`config.mk`:
```
export PLATFORM = sky130hd
export DESIGN_NAME = lo_sle_serial_writer
export DESIGN_NICKNAME = d
export VERILOG_FILES = /design/src/rtl/lo_sle_pkg.sv /design/src/rtl/lo_sle_tick.sv /design/src/rtl/lo_sle_serial_writer.sv
export SDC_FILE = /design/constraint.sdc
export NUM_CORES = 1
export LEC_CHECK = 0
export BUFFER_PORTS_ARGS = -buffer_cell sky130_fd_sc_hd__buf_4
export CELL_PAD_IN_SITES_DETAIL_PLACEMENT = 0
export CELL_PAD_IN_SITES_GLOBAL_PLACEMENT = 1
export CORE_MARGIN = 5
export CORE_UTILIZATION = 40
export DETAILED_ROUTE_END_ITERATION = 8
export HOLD_SLACK_MARGIN = 0.12
export PLACE_DENSITY_LB_ADDON = 0.15
export SETUP_SLACK_MARGIN = 0.1
export SYNTH_ARGS = -nofsm -noshare
export SYNTH_HDL_FRONTEND = slang
export SYNTH_SLANG_ARGS = --single-unit
```
`constraint.sdc`:
```
create_clock -name user_clk -period 3.78 [get_ports user_clk]
set_input_delay 0.189 -clock user_clk [delete_from_list [all_inputs] [get_ports user_clk]]
set_output_delay 0.189 -clock user_clk [all_outputs]
set_load 0.05 [all_outputs]
```
`src/rtl/lo_sle_pkg.sv`:
```
// Shared definitions for the LO_SLE serial writer.
//   - default word length and phase length
//   - writer state encoding
//   - bit positions inside the status readback word
package lo_sle_pkg;

    localparam int DEFAULT_CLK_DIV = 4;   // user_clk cycles per serial half-bit
    localparam int DEFAULT_NBITS   = 24;  // synthesizer word length

    typedef enum logic [2:0] {
        IDLE     = 3'd0,
        SETUP    = 3'd1,
        SHIFT_HI = 3'd2,
        SHIFT_LO = 3'd3,
        LATCH    = 3'd4
    } lo_sle_state_e;

    // status_out = {overflow, pending, busy, 13'b0, xfer_count[15:0]}
    localparam int STAT_OVERFLOW_BIT = 31;
    localparam int STAT_PENDING_BIT  = 30;
    localparam int STAT_BUSY_BIT     = 29;
    localparam int STAT_COUNT_MSB    = 15;

endpackage

```
`src/rtl/lo_sle_tick.sv`:
```
// Phase timer for the serial writer.
// Counts CLK_DIV cycles and raises phase_end on the last cycle of every
// phase. The counter wraps on phase_end so back-to-back phases need no
// restart; restart holds it at zero (used while the writer is idle).
//   clk       : clock
//   rst_n     : synchronous active-low reset
//   restart   : force the count back to zero
//   phase_end : one-cycle strobe on the final cycle of a phase
module lo_sle_tick
    import lo_sle_pkg::*;
#(
    parameter int CLK_DIV = DEFAULT_CLK_DIV
) (
    input  logic clk,
    input  logic rst_n,
    input  logic restart,
    output logic phase_end
);

    localparam logic [7:0] LAST = 8'(CLK_DIV - 1);

    logic [7:0] cnt;

    assign phase_end = (cnt == LAST);

    always_ff @(posedge clk) begin
        if (!rst_n) begin
            cnt <= '0;
        end else if (restart || phase_end) begin
            cnt <= '0;
        end else begin
            cnt <= cnt + 8'd1;
        end
    end

endmodule

```
`src/rtl/lo_sle_serial_writer.sv`:
```
// LO synthesizer serial writer.
// Software flips reg_data[31] to request a transfer of reg_data[NBITS-1:0].
// The word is shifted MSB first on lo_sdata, qualified by lo_sclk rising
// edges, then latched with a 2*CLK_DIV-cycle lo_sle pulse.
//
// Request semantics: a request is any cycle where reg_data[31] differs from
// its value one cycle earlier. An idle writer accepts it immediately. A busy
// writer holds one request in 'pending' and starts it from IDLE the cycle
// after LATCH, sampling the payload at that moment. Any further request while
// one is pending is dropped and sets the sticky 'overflow' flag.
//
// Ports:
//   user_clk, user_rst_n : clock, synchronous active-low reset
//   reg_data[31:0]       : start toggle (bit 31) and payload (NBITS-1:0)
//   lo_sclk, lo_sdata    : serial clock and data to the synthesizer
//   lo_sle               : latch enable, active high
//   busy                 : transfer in progress
//   status_out[31:0]     : {overflow, pending, busy, 13'b0, xfer_count}
module lo_sle_serial_writer
    import lo_sle_pkg::*;
#(
    parameter int CLK_DIV = DEFAULT_CLK_DIV,
    parameter int NBITS   = DEFAULT_NBITS
) (
    input  logic        user_clk,
    input  logic        user_rst_n,
    input  logic [31:0] reg_data,
    output logic        lo_sclk,
    output logic        lo_sdata,
    output logic        lo_sle,
    output logic        busy,
    output logic [31:0] status_out
);

    // Bit count reached once the final bit's high phase has completed.
    localparam logic [4:0] LAST_BIT = 5'(NBITS);

    lo_sle_state_e    state, state_nxt;
    logic             tog_prev;
    logic             start_req;
    logic [NBITS-1:0] shift_q;
    logic [4:0]       bit_cnt;
    logic             latch_half;
    logic             pending;
    logic             overflow;
    logic [15:0]      xfer_count;

    logic phase_end;
    logic tick_restart;
    logic load_shift;
    logic shift_en;
    logic latch_flip;
    logic xfer_done;

    // Payload bits above NBITS are deliberately ignored.
    logic unused_reg_bits;
    assign unused_reg_bits = ^reg_data;

    assign start_req = reg_data[31] ^ tog_prev;

    lo_sle_tick #(
        .CLK_DIV (CLK_DIV)
    ) u_tick (
        .clk       (user_clk),
        .rst_n     (user_rst_n),
        .restart   (tick_restart),
        .phase_end (phase_end)
    );

    // Next-state and control strobes.
    always_comb begin
        state_nxt    = state;
        tick_restart = 1'b0;
        load_shift   = 1'b0;
        shift_en     = 1'b0;
        latch_flip   = 1'b0;
        xfer_done    = 1'b0;
        case (state)
            IDLE: begin
                tick_restart = 1'b1;
                if (start_req || pending) begin
                    state_nxt  = SETUP;
                    load_shift = 1'b1;
                end
            end
            SETUP: begin
                if (phase_end) state_nxt = SHIFT_HI;
            end
            SHIFT_HI: begin
                if (phase_end) begin
                    state_nxt = SHIFT_LO;
                    shift_en  = 1'b1;
                end
            end
            SHIFT_LO: begin
                if (phase_end) state_nxt = (bit_cnt == LAST_BIT) ? LATCH : SHIFT_HI;
            end
            LATCH: begin
                // Two timer periods: the first flips latch_half, the second exits.
                if (phase_end) begin
                    if (latch_half) begin
                        state_nxt = IDLE;
                        xfer_done = 1'b1;
                    end else begin
                        latch_flip = 1'b1;
                    end
                end
            end
            default: state_nxt = IDLE;
        endcase
    end

    // State register and datapath.
    always_ff @(posedge user_clk) begin
        // The toggle history follows reg_data even in reset, so releasing
        // reset never looks like a request.
        tog_prev <= reg_data[31];
        if (!user_rst_n) begin
            state      <= IDLE;
            shift_q    <= '0;
            bit_cnt    <= '0;
            latch_half <= 1'b0;
            pending    <= 1'b0;
            overflow   <= 1'b0;
            xfer_count <= '0;
        end else begin
            state <= state_nxt;

            if (load_shift) begin
                shift_q <= reg_data[NBITS-1:0];
                bit_cnt <= '0;
            end else if (shift_en) begin
                shift_q <= shift_q << 1;
                bit_cnt <= bit_cnt + 5'd1;
            end

            if (xfer_done) begin
                latch_half <= 1'b0;
            end else if (latch_flip) begin
                latch_half <= 1'b1;
            end

            if (state == IDLE) begin
                // A held request is consumed here; a fresh request in the
                // same cycle re-arms it instead of being lost.
                if (pending) pending <= start_req;
            end else if (start_req) begin
                if (pending) overflow <= 1'b1;
                else         pending  <= 1'b1;
            end

            if (xfer_done) xfer_count <= xfer_count + 16'd1;
        end
    end

    // Outputs decode straight from registered state.
    always_comb begin
        lo_sclk  = (state == SHIFT_HI);
        lo_sle   = (state == LATCH);
        busy     = (state != IDLE);
        lo_sdata = 1'b0;
        if (state == SETUP || state == SHIFT_HI || state == SHIFT_LO) begin
            lo_sdata = shift_q[NBITS-1];
        end
    end

    always_comb begin
        status_out = '0;
        status_out[STAT_OVERFLOW_BIT]  = overflow;
        status_out[STAT_PENDING_BIT]   = pending;
        status_out[STAT_BUSY_BIT]      = busy;
        status_out[STAT_COUNT_MSB:0]   = xfer_count;
    end

endmodule

```
==> out/summary.log <==
qor: sta.achievable-frequency 389 MHz
qor: synth.synthesis.instances 319
qor: layout.layout_commonest_cell sky130_fd_sc_hd__dfxtp_1
qor: placement.hpwlAfterDp 3.97 mm
qor: synth.synth_top_cell_by_area sky130_fd_sc_hd__dfxtp_1
qor: layout.post_route_cells_drive_above_1_share 19.2%
qor: routing.routed-via-count 2357
qor: synth.syn_area_per_cell 8.59 um2
qor: clock_tree.clockBufferDepth 2
qor: status.result_of_the_run finished, final reports clean
qor: clock_tree.htree_levels 3
qor: clock_tree.cts_buffers 9
qor: critical_path.critical_path.endpoint_type flop
qor: job.timing.max_cap.violations 0
qor: critical_path.worst_reg_to_reg_path_cell_count 6
qor: placement.detailedPlace.worstSlack 1.22 ns
qor: synth.synthTopCellsByArea sky130_fd_sc_hd__dfxtp_1 (44%), sky130_fd_sc_hd__a22oi_1 (6.3%), sky130_fd_sc_hd__o22ai_1 (5.3%)
qor: sta.timing.max_slew.rel_slack 41.0%
qor: die.floorplan.die_area 8600 um2
qor: die.design.core.area 6720 um2
qor: global_route.global_route_wire_length_before_repair 9.99 mm
qor: synth.yosys_register_bits 60
qor: layout.final_net_count 398
qor: sta.finalHoldViolations 0
qor: die.chipWidth 92.7 um
qor: critical_path.crit_path_end shift_q[0]
qor: sta.final_min_period_over_clock_period 67.9%
qor: layout.area_growth_from_synthesis_to_layout 19.0%
qor: layout.diodes 0
qor: global_route.grt_max_degree 33
qor: routing.drt_first_pass_iters 4
qor: routing.postRouteAntennaNets 0
qor: synth.ys_dominant_reg_cell sky130_fd_sc_hd__dfxtp_1
qor: sta.postLayoutSetupSlackWorst 1.21 ns
qor: sta.setup_tns 0 ns
qor: power_and_ir_drop.static-leakage-power 1.23 nW
qor: synth.synthesis.area 2740 um2
qor: routing.wl_per_cell 13.6 um
qor: routing.drt_wl_total 6.05 mm
qor: placement.place_congestion 0.735
qor: clock_tree.cts.reportedPaths.clkPinSlew 0.07 ns
qor: die.io_pins 70
qor: clock_tree.cts_tree built
qor: critical_path.timing.rr.start u_tick.cnt[0]
qor: die.row_count 30
qor: sta.rsz_0062_raised_after_global_routing no
qor: die.die-height 92.7 um
qor: layout.highest_count_cells_in_the_layout_ignoring_fill_and_taps sky130_fd_sc_hd__dfxtp_1 (60), sky130_fd_sc_hd__buf_4 (53), sky130_fd_sc_hd__nand2_1 (35), sky130_fd_sc_hd__a22oi_1 (23), sky130_fd_sc_hd__o22ai_1 (23)
qor: sta.timing.final.crit_period 2.57 ns
qor: global_route.grt_use_total 14.6%
qor: routing.drt-initial-drc-count 142
qor: clock_tree.post_cts.resized_instances 0
qor: critical_path.launching_element_type_of_the_critical_path flop
qor: synth.fraction_of_registers_with_async_set_reset 0%
qor: placement.io_buffer_count 49
qor: routing.vias_per_cell 5.31
qor: synth.synth-edff-count 0
qor: critical_path.startpoint u_tick.cnt[0]
qor: critical_path.crit_path_max_fanout 25
qor: critical_path.setup.reg_to_reg.worst_slack 1.21 ns
qor: synth.yosys.area.top_type_share 43.9%
qor: power_and_ir_drop.cellPowerDensity 420 nW/um2
qor: routing.drcViolationCount 0
qor: synth.sequential_share_of_the_synthesized_area 43.9%
qor: sta.slew_of_the_pin_with_the_lowest_slew_margin 0.873 ns
qor: critical_path.data_required_time_at_the_worst_endpoint 3.97 ns
qor: clock_tree.numClockSinks 60
qor: clock_tree.clk_root_buffer_cell sky130_fd_sc_hd__clkbuf_8
qor: synth.ys.warnings.count 0
qor: global_route.grt_antenna_before_repair 0
qor: critical_path.path_class reg -> reg
qor: sta.drv_slew 0
qor: critical_path.reg2reg_to shift_q[0]
qor: synth.synth_unique_cells 38
qor: sta.setup-violations-final 0
qor: clock_tree.worstSkewPairLatency 0.33 ns
qor: power_and_ir_drop.worst_ir_drop_on_vdd 178 uV
qor: critical_path.critical_path_arrival 2.76 ns
qor: sta.final.setup_skew 0.00874 ns
qor: global_route.gr-total-overflow 0
qor: global_route.grt_pass1_vias 2130
qor: worst_hold_path.hold_path.class in -> reg
qor: die.start_util 40.8%
==> layout make-up <==
type | instances | area [um2]
flip-flops and latches | 60 | 1200
fillers | 666 | 3460
repair buffers | 55 | 418
well taps | 80 | 100
clock buffers | 13 | 159
multi-input cells | 227 | 1340
inverters | 7 | 26.3
clock inverters | 2 | 10.0
==> registers in the layout (all words and copies together), names as in the netlist <==
signal,count
bit_cnt,5
u_tick.cnt,8
tog_prev,1
overflow,1
pending,1
latch_half,1
state,3
shift_q,24
xfer_count,16
==> per-stage QoR <==
step                      power, mW  utilization (%)  std cells  instance area [um2]  hold slack, ns
after CTS                      1.39             48.5        444                 3260           0.165
final                          1.37             48.5        444                 3260           0.173
after global placement        0.881             45.7        427                 3070           0.309
after floorplan               0.848                -        331                 2780           0.217
after detailed placement      0.882             45.7        427                 3070           0.311
after global routing           1.44             48.5        444                 3260           0.180
==> where the power goes <==
group	switching, mW	leakage, nW	internal [mW]	total [mW]
Clock	0.231	0.0893	0.268	0.499
Combinational	0.119	0.650	0.0658	0.185
Sequential	0.0197	0.488	0.664	0.684
Total	0.370	1.23	0.998	1.37
==> cell usage after synthesis, drive strengths merged, types with 2 or more instances <==
master,number
dfxtp,60
nor3,2
xnor2,3
o22ai,23
o21ai,10
xor2,11
a21oi,15
nor3b,3
nor2,18
or2,2
nand4,9
a22oi,23
nand2,35
or4,8
clkbuf,15
o31ai,7
inv,6
nand3,13
or3,9
mux2i,2
buf,22
a31oi,2
and3,6
ha,4
==> kinds of logic (layout without fill, tap and decap cells) <==
| family | after synthesis | in the layout | share of synthesized area [%] |
|---|---|---|---|
| multiplexers | 2 | 2 | 0.731 |
| other | 1 | 13 | 0.137 |
| adder cells (fa/ha/maj) | 4 | 4 | 1.83 |
| XOR/XNOR | 14 | 14 | 4.48 |
| AND/OR/NAND/NOR | 112 | 112 | 21.1 |
| AO/OA/AOI/OAI | 82 | 82 | 19.1 |
| buffers and inverters | 44 | 77 | 8.73 |
| flip-flops | 60 | 60 | 43.9 |
==> metal layers <==
layer	part of all wire (%)	GRT usage, %
met1	49	20.3
met5	0	0
met3	5.9	3.33
met4	1.6	6.96
met2	44	21.1
==> worst min path at each step <==
| stage | start | endpoint | cells past startpoint |
|---|---|---|---|
| finish | reg_data[20] | shift_q[20] | 3 |
| global route | reg_data[12] | shift_q[12] | 3 |
| CTS | reg_data[9] | shift_q[9] | 3 |
| detailed placement | reg_data[31] | tog_prev | 1 |
| global placement | reg_data[31] | tog_prev | 1 |
| floorplan | reg_data[31] | tog_prev | 0 |
==> critical path, stage by stage (launching register included) <==
cell and delay [ns]:
sky130_fd_sc_hd__dfxtp_1 0.38, sky130_fd_sc_hd__ha_1 0.24, sky130_fd_sc_hd__nor4b_1 0.73, sky130_fd_sc_hd__buf_4 0.29
sky130_fd_sc_hd__and3_1 0.18, sky130_fd_sc_hd__or2_2 0.44, sky130_fd_sc_hd__o21ai_0 0.18
==> timing repair <==
action / in CTS / in global routing
hold buffers: 2 / 0
buffers inserted: 0 / 0
endpoints found under the setup margin: 0 / 0
hold endpoints to repair: 2 / 0
No activity file was read; power rests on OpenSTA's default activity.
